**src/rtl/rf_burst_reader_if.sv**
```systemverilog
// rtl/rf_burst_reader_if.sv - burst request and streamed read-out signals of rf_burst_reader
interface rf_burst_reader_if #(
  parameter int DATA_WIDTH = 32,
  parameter int ADDR_WIDTH = 3
);
  logic                  start;
  logic [ADDR_WIDTH-1:0] Addr;
  logic [ADDR_WIDTH:0]   len;
  logic [DATA_WIDTH-1:0] dout;
  logic [ADDR_WIDTH-1:0] dout_addr;
  logic                  dout_valid;
  logic                  dout_ready;
  logic                  busy;
  logic                  done;

  // The reader side: takes requests, produces the word stream.
  modport master (
    input  start, Addr, len, dout_ready,
    output dout, dout_addr, dout_valid, busy, done
  );

  // The requester/consumer side.
  modport slave (
    output start, Addr, len, dout_ready,
    input  dout, dout_addr, dout_valid, busy, done
  );
endinterface

```
**src/rtl/rf_burst_reader.sv**
```systemverilog
// rtl/rf_burst_reader.sv - streams consecutive register-file entries out over valid/ready
module rf_burst_reader #(
  parameter int DATA_WIDTH = 32,
  parameter int ADDR_WIDTH = 3,
  parameter int NUM_REGS   = 2**ADDR_WIDTH
) (
  input  logic                           clk,
  input  logic                           reset,
  input  logic [NUM_REGS*DATA_WIDTH-1:0] from_reg,
  rf_burst_reader_if.master              bus
);

  typedef enum logic [1:0] {IDLE, SEND, DONE} state_t;

  localparam logic [ADDR_WIDTH:0]   ONE_CNT  = (ADDR_WIDTH+1)'(1);
  localparam logic [ADDR_WIDTH:0]   FULL_CNT = (ADDR_WIDTH+1)'(NUM_REGS);
  localparam logic [ADDR_WIDTH-1:0] ONE_PTR  = ADDR_WIDTH'(1);

  state_t                state, state_next;
  logic [DATA_WIDTH-1:0] dout_q;
  logic [ADDR_WIDTH-1:0] dout_addr_q;
  logic [ADDR_WIDTH-1:0] ptr;
  logic [ADDR_WIDTH:0]   remaining;
  logic                  load_start;
  logic                  advance;
  logic                  busy_c, done_c, valid_c;

  // Unpack the flat register bus so words can be picked by index.
  logic [DATA_WIDTH-1:0] regs [NUM_REGS];
  for (genvar g = 0; g < NUM_REGS; g++) begin : g_unpack
    assign regs[g] = from_reg[g*DATA_WIDTH +: DATA_WIDTH];
  end

  // State register; reset abandons any burst without a done pulse.
  always_ff @(posedge clk) begin
    if (reset) state <= IDLE;
    else       state <= state_next;
  end

  // Next-state and handshake decode; pointer/data updates are qualified here.
  always_comb begin
    state_next = state;
    load_start = 1'b0;
    advance    = 1'b0;
    busy_c     = 1'b0;
    done_c     = 1'b0;
    valid_c    = 1'b0;
    unique case (state)
      IDLE: begin
        if (bus.start) begin
          load_start = 1'b1;
          state_next = SEND;
        end
      end
      SEND: begin
        busy_c  = 1'b1;
        valid_c = 1'b1;
        if (bus.dout_ready) begin
          if (remaining > ONE_CNT) advance    = 1'b1;
          else                     state_next = DONE;
        end
      end
      DONE: begin
        busy_c     = 1'b1;
        done_c     = 1'b1;
        state_next = IDLE;
      end
      default: state_next = IDLE;
    endcase
  end

  // Output word, its index, read pointer and word count. The word is captured
  // only on the loading edge, so it stays frozen through any stall.
  always_ff @(posedge clk) begin
    if (reset) begin
      dout_q      <= '0;
      dout_addr_q <= '0;
      ptr         <= '0;
      remaining   <= '0;
    end else if (load_start) begin
      dout_q      <= regs[bus.Addr];
      dout_addr_q <= bus.Addr;
      ptr         <= bus.Addr + ONE_PTR;
      remaining   <= (bus.len == '0) ? FULL_CNT : bus.len;
    end else if (advance) begin
      dout_q      <= regs[ptr];
      dout_addr_q <= ptr;
      ptr         <= ptr + ONE_PTR;
      remaining   <= remaining - ONE_CNT;
    end
  end

  assign bus.dout       = dout_q;
  assign bus.dout_addr  = dout_addr_q;
  assign bus.dout_valid = valid_c;
  assign bus.busy       = busy_c;
  assign bus.done       = done_c;

endmodule

```
**src/flat_wrapper.sv**
```systemverilog
// flat-port wrapper written by rule: the top's interface ports become plain ports
module rf_burst_reader_flat 
#(
  parameter int DATA_WIDTH = 32,
  parameter int ADDR_WIDTH = 3,
  parameter int NUM_REGS   = 2**ADDR_WIDTH
)
  (clk, reset, from_reg, bus_start, bus_Addr, bus_len, bus_dout_ready, bus_dout, bus_dout_addr, bus_dout_valid, bus_busy, bus_done);
  rf_burst_reader_if #(.DATA_WIDTH(DATA_WIDTH), .ADDR_WIDTH(ADDR_WIDTH)) bus_i ();
  input  logic clk;
  input  logic reset;
  input  logic [NUM_REGS*DATA_WIDTH-1:0] from_reg;
  input wire logic [$bits(bus_i.start)-1:0] bus_start;
  input wire logic [$bits(bus_i.Addr)-1:0] bus_Addr;
  input wire logic [$bits(bus_i.len)-1:0] bus_len;
  input wire logic [$bits(bus_i.dout_ready)-1:0] bus_dout_ready;
  output wire logic [$bits(bus_i.dout)-1:0] bus_dout;
  output wire logic [$bits(bus_i.dout_addr)-1:0] bus_dout_addr;
  output wire logic [$bits(bus_i.dout_valid)-1:0] bus_dout_valid;
  output wire logic [$bits(bus_i.busy)-1:0] bus_busy;
  output wire logic [$bits(bus_i.done)-1:0] bus_done;
  assign bus_i.start = bus_start;
  assign bus_i.Addr = bus_Addr;
  assign bus_i.len = bus_len;
  assign bus_i.dout_ready = bus_dout_ready;
  assign bus_dout = bus_i.dout;
  assign bus_dout_addr = bus_i.dout_addr;
  assign bus_dout_valid = bus_i.dout_valid;
  assign bus_busy = bus_i.busy;
  assign bus_done = bus_i.done;
  rf_burst_reader #(.DATA_WIDTH(DATA_WIDTH), .ADDR_WIDTH(ADDR_WIDTH), .NUM_REGS(NUM_REGS)) u_core (.clk(clk), .reset(reset), .from_reg(from_reg), .bus(bus_i));
endmodule
```
**config.mk**
```make
export PLATFORM = sky130hd
export DESIGN_NAME = rf_burst_reader_flat
export DESIGN_NICKNAME = d
export VERILOG_FILES = /design/src/rtl/rf_burst_reader_if.sv /design/src/rtl/rf_burst_reader.sv /design/src/flat_wrapper.sv
export SDC_FILE = /design/constraint.sdc
export NUM_CORES = 1
export LEC_CHECK = 0
export BUFFER_PORTS_ARGS = -buffer_cell sky130_fd_sc_hd__buf_2
export CELL_PAD_IN_SITES_DETAIL_PLACEMENT = 1
export CELL_PAD_IN_SITES_GLOBAL_PLACEMENT = 1
export CORE_MARGIN = 2
export CORE_UTILIZATION = 37
export CTS_CLUSTER_SIZE = 8
export DETAILED_ROUTE_END_ITERATION = 7
export GPL_ROUTABILITY_DRIVEN = 0
export HOLD_SLACK_MARGIN = 0.1
export PLACE_DENSITY = 0.9
export SLEW_MARGIN = 20
export SYNTH_ARGS = -nofsm -noshare
export SYNTH_HDL_FRONTEND = slang
export SYNTH_SLANG_ARGS = --single-unit
```
**constraint.sdc**
```tcl
create_clock -name clk -period 3.03 [get_ports clk]
set_input_delay 0.1515 -clock clk [delete_from_list [all_inputs] [get_ports clk]]
set_output_delay 0.1515 -clock clk [all_outputs]
set_load 0.01 [all_outputs]
```
* Word level (Yosys, flattened, before mapping)
Cells that the tools add are included.
** Storage, ports and cells
- Flip-flop bits (word level) :: 44
- Logic and storage cells :: 50
- Output and inout port bits :: 38
- Input bits :: 267
** Cells by class
- Reductions and logical operators :: 5
- Magnitude comparators :: 3
- Bitwise gates (word level) :: 2
- $add $sub $neg :: 3
- Equality and inequality tests :: 5
- Multiplexer cells :: 27
** Operators with widths (count)
- binary-select mux 32 bit (select 3 bit) :: 2
- two-way mux 32 bit :: 6
- two-way mux 3 bit :: 4
- two-way mux 4 bit :: 3
- greater-or-equal comparator 4 bit, second input constant :: 2
- two-way mux 1 bit :: 8
- NOT 3 -> 4 bit :: 2
- adder 3 x 1 -> 3 bit, second input constant :: 2
- two-way mux 2 bit :: 3
- != test 2 bit, second input constant :: 3
- greater-than comparator 4 x 1 -> 1 bit, second input constant :: 1
- zero test 4 bit :: 1
- one-hot mux 2 bit (2 select lines) :: 1
- subtractor 4 x 1 -> 4 bit, second input constant :: 1
- AND reduction 3 bit :: 1
- == test 2 x 1 -> 1 bit, second input constant :: 1
- == test 2 bit, second input constant :: 1
- zero test 2 bit :: 1
- nonzero test 2 bit :: 1
- OR reduction 2 bit :: 1

* Depth between registers and ports, before layout
- Word-level depth :: 6
- Depth in mapped cells :: 9
- Gate-level depth less buffers :: 8

* Least setup slack after synthesis
OpenSTA, ideal clock, no wires.
- Kind :: register to register
- Start :: reg u_core.state[0]
- End :: reg u_core.ptr[2]
- Buffers on the path :: 1
- Period minus slack after synthesis :: 1.933 ns
- Stages on the path, launching flop included :: 10
- Required time :: 2.898 ns
- Path slack :: 1.097 ns
- Arrival :: 1.801 ns
- Library setup time :: 0.132 ns
- Path through :: dfxtp_1 > inv_1 > ha_1 > and2_1 > buf_6 > mux2_2 > ha_1 > o211ai_1 > xor2_1 > a21oi_1
** Between the ends
- Cells in the longest elaborated chain, start to end :: 3
- Elaborated cells on any way between the ends :: 6
- Those cells by class :: eq/ne (1); mux (3); reduce/logical (2)
** RTL lines
- start, declared :: RTL line rf_burst_reader.sv:19 : state_t state, state_next;
- start signal, assigned :: RTL line rf_burst_reader.sv:37 : else state <= state_next;
- == test 2 x 1 -> 1 bit / zero test 2 bit (equally long branches) :: RTL line rf_burst_reader.sv:48 : unique case (state)
- two-way mux 1 bit :: RTL line rf_burst_reader.sv:48
- nonzero test 2 bit (no source line) / two-way mux 3 bit (equally long branches)
- end signal, assigned :: RTL line rf_burst_reader.sv:83 : ptr <= bus.Addr + ONE_PTR;
- end signal, assigned :: RTL line rf_burst_reader.sv:88 : ptr <= ptr + ONE_PTR;
- end, declared :: RTL line rf_burst_reader.sv:22 : logic [ADDR_WIDTH-1:0] ptr;
Several ways; a longest one is shown, not always the timed one.
A chain may end at the register's enable or synchronous reset.

* Worst setup path in the final report
- Start :: reg u_core.remaining[0]
- End :: reg u_core.dout_q[21] (netlist: u_core.bus.dout[21])
** Between the ends
- Cells in the longest elaborated chain, start to end :: 5
** RTL lines
- start, declared :: RTL line rf_burst_reader.sv:23 : logic [ADDR_WIDTH:0] remaining;
- start signal, assigned :: RTL line rf_burst_reader.sv:84 : remaining <= (bus.len == '0) ? FULL_CNT : bus.len;
- start signal, assigned :: RTL line rf_burst_reader.sv:89 : remaining <= remaining - ONE_CNT;
- greater-than comparator 4 x 1 -> 1 bit :: RTL line rf_burst_reader.sv:59 : if (remaining > ONE_CNT) advance = 1'b1;
- two-way mux 1 bit :: RTL line rf_burst_reader.sv:59
- two-way mux 1 bit :: RTL line rf_burst_reader.sv:58 : if (bus.dout_ready) begin
- two-way mux 1 bit :: RTL line rf_burst_reader.sv:48
- nonzero test 2 bit (no source line)
- end signal, assigned :: RTL line rf_burst_reader.sv:81 : dout_q <= regs[bus.Addr];
- end signal, assigned :: RTL line rf_burst_reader.sv:86 : dout_q <= regs[ptr];
- end, declared :: RTL line rf_burst_reader.sv:20 : logic [DATA_WIDTH-1:0] dout_q;
Every way passes these cells.

==> results.json <==
{
  "outcome": "finished clean",
  "synthXorXnorAreaFrac": 0.00736,
  "start_util": 0.376,
  "clk_latency_ns": 0.29,
  "synth_async_sr_flop_share": 0,
  "core_um2": 15800,
  "synth_flop_cell": "dfxtp_1",
  "ctsRootBufferMaster": "clkbuf_16",
  "port_buffers": 304,
  "hpwl_mm": 19.0,
  "maxCapViolCount": 0,
  "critPathArrivalTime_ns": 2.53,
  "power_density_nw_per_um2": 480,
  "syn_to_final_growth_pct": 27.8,
  "layout_common_cells": "303 x buf_2, 129 x mux2i_1, 63 x mux4_2, 49 x o22ai_1, 42 x dfxtp_1",
  "synthSimpleGateAreaFrac": 0.0631,
  "max_stage_delay_ns": 0.64,
  "setup_violations": 0,
  "num_rows": 46,
  "overflow": 0,
  "dieArea_um2": 17100,
  "worstSetupStartpointType": "register",
  "fin_area_um2": 7610,
  "route.detailed.drc": 0,
  "synth_fp_nets": 856,
  "wire_per_inst_um": 23.0,
  "viasPerCell": 6.11,
  "antenna_found_initial": 7,
  "cts_tree": "built",
  "io_pins": 305,
  "drt_pass1_iterations": 4,
  "rsz0062_at_grt": "false",
  "path_max_fanout": 28,
  "synth_adder_area_share": 0.0147,
  "hp-class": "primary input to register",
  "synth-edff-count": 0,
  "postCtsHoldBufs": 0,
  "die_h_um": 131,
  "grt_max_degree": 49,
  "fin_skew_ns": 0.00774,
  "dpl-instance-area_um2": 7450,
  "final.min_clock_period_ns": 2.32,
  "yosysUniqueCellTypes": 48,
  "die_width_um": 131,
  "required_ns": 3.24,
  "peakVddDrop_mv": 0.220,
  "ys_ff_latch": 44,
  "synth_compound_area_frac": 0.219,
  "cts_max_path_buffers": 2,
  "cellLeakagePower_uw": 0.00319,
  "crit_path_cell_trace": "inv_1 > ha_1 > nor2_2 > o21a_2 > buf_4 > o31ai_1 > a21oi_1",
  "post_cts.repair.setup_buffers": 0,
  "finalPower_uw": 3650,
  "slew_headroom": 0.542,
  "drive_above_1_share": 0.486,
  "yosysWarnings": 0,
  "numCtsBuffers": 5,
  "drv_slew": 0,
  "muxShareOfSynthArea": 0.463,
  "slowest_stage": "o21a_2",
  "finalSetupTns_ns": 0,
  "syn_inst": 582,
  "tightest_slew_ns": 0.688,
  "finalHoldViolations": 0,
  "grt_pass1_vias": 6953,
  "cts_resized": 0,
  "yosysSeqAreaShare": 0.148,
  "path_clk_slew_ns": 0.06,
  "syn_avg_cell_area_um2": 10.2,
  "cts_sinks": 44,
  "cp-end-kind": "register",
  "critPathKind": "register to register",
  "drtAntennaViolNets": 0,
  "h-tree-depth": 2,
  "first_iter_violations": 296,
  "grt_pass1_wl_mm": 36.8,
  "synth_top_family_by_area": "multiplexers",
  "period_share": 0.765,
  "final_common_cell": "buf_2",
  "netlist_area_um2": 5950,
  "fmax_mhz": 431,
  "wirelength_mm": 24.5,
  "vias": 6506,
  "fin_nets": 1116,
  "regToRegSetupSlack_ns": 0.71,
  "grt.total_usage": 0.277
}
[cells by family after synthesis]
family	count (synthesis)
buffers and inverters	77
adder cells (fa/ha/maj)	7
XOR/XNOR	5
AND/OR/NAND/NOR	75
AO/OA/AOI/OAI	178
multiplexers	196
flip-flops	44
[stage by stage]
step	cells	util	worst slack [ns]	hold slack, ns
global route	1063	0.480	0.496	0.136
CTS	1059	0.480	0.720	0.122
floorplan	582	-	1.10	0.288
finish	1064	0.481	0.712	0.120
global placement	1051	0.471	0.806	0.426
detailed placement	1051	0.471	0.749	0.428
[synth_stat cells (2+ instances only)]
library cell,instances,area share
o21ai_0,4,0.0034
a22oi_1,12,0.015
or2_2,2,0.0021
buf_1,3,0.0019
buf_2,20,0.017
a21oi_1,20,0.017
dfxtp_1,44,0.15
and2_1,3,0.0032
mux2i_1,129,0.22
a311oi_1,20,0.029
a211oi_1,20,0.025
nand3_1,4,0.0034
buf_6,15,0.028
buf_12,2,0.0067
nor3_1,26,0.022
o22ai_1,49,0.052
nor2b_1,3,0.0032
mux4_2,63,0.24
a21o_1,2,0.0025
xor2_1,4,0.0059
a311oi_2,2,0.0050
o32ai_1,21,0.031
mux2_2,4,0.0076
a31oi_1,2,0.0021
nor2_1,3,0.0019
inv_1,6,0.0038
o211ai_1,6,0.0076
buf_4,12,0.015
ha_1,7,0.015
o31ai_1,13,0.016
nand2_1,25,0.016
clkbuf_1,18,0.011
nand2b_1,3,0.0032
[report_power, final]
| part | leakage, uW | switching (uW) | internal (uW) | total [uW] |
|---|---|---|---|---|
| combinational | 0.00275 | 1180 | 1030 | 2210 |
| clock | 0.0000712 | 241 | 330 | 571 |
| sequential | 0.000366 | 148 | 723 | 871 |
[sequential cells by signal, summed over array words and instances (netlist names)]
signal / flops
u_core.bus.dout: 32
u_core.remaining: 4
u_core.bus.dout_addr: 3
u_core.state: 2
u_core.ptr: 3
[cell type report]
class	count	area, um^2
clock buffers	8	146
repair buffers	324	1700
well taps	216	270
inverters	6	22.5
diodes	5	12.5
multi-input cells	461	4570
fillers	1907	8220
flip-flops and latches	44	886
[routing by layer]
metal	vias up	share of wire	global-route usage
met5	-	0.00053	0
met4	2	0.035	0.112
met3	64	0.059	0.0586
met2	263	0.50	0.484
met1	3220	0.40	0.332
li1	2957	-	-
[worst max-delay path, delay by kind of cell (launching register included)]
kind                     cells  cell delay [ns]
adder cells (fa/ha/maj)      1             0.22
AO/OA/AOI/OAI                3             0.90
flip-flops                   1             0.39
AND/OR/NAND/NOR              1             0.36
buffers and inverters        2             0.36
[path summary, 6_finish.rpt]
path | start | end | cells past startpoint
hold / removal | bus_len[1] | u_core.remaining[1]$_SDFFE_PP0P_ | 3
hold reg to reg | u_core.bus.dout[8]$_SDFFE_PP0P_ | u_core.bus.dout[8]$_SDFFE_PP0P_ | 2
setup reg to reg | u_core.remaining[0]$_SDFFE_PP0P_ | u_core.bus.dout[21]$_SDFFE_PP0P_ | 7
setup / recovery | u_core.remaining[0]$_SDFFE_PP0P_ | u_core.bus.dout[21]$_SDFFE_PP0P_ | 7
Power figures use the tool's default switching activity.
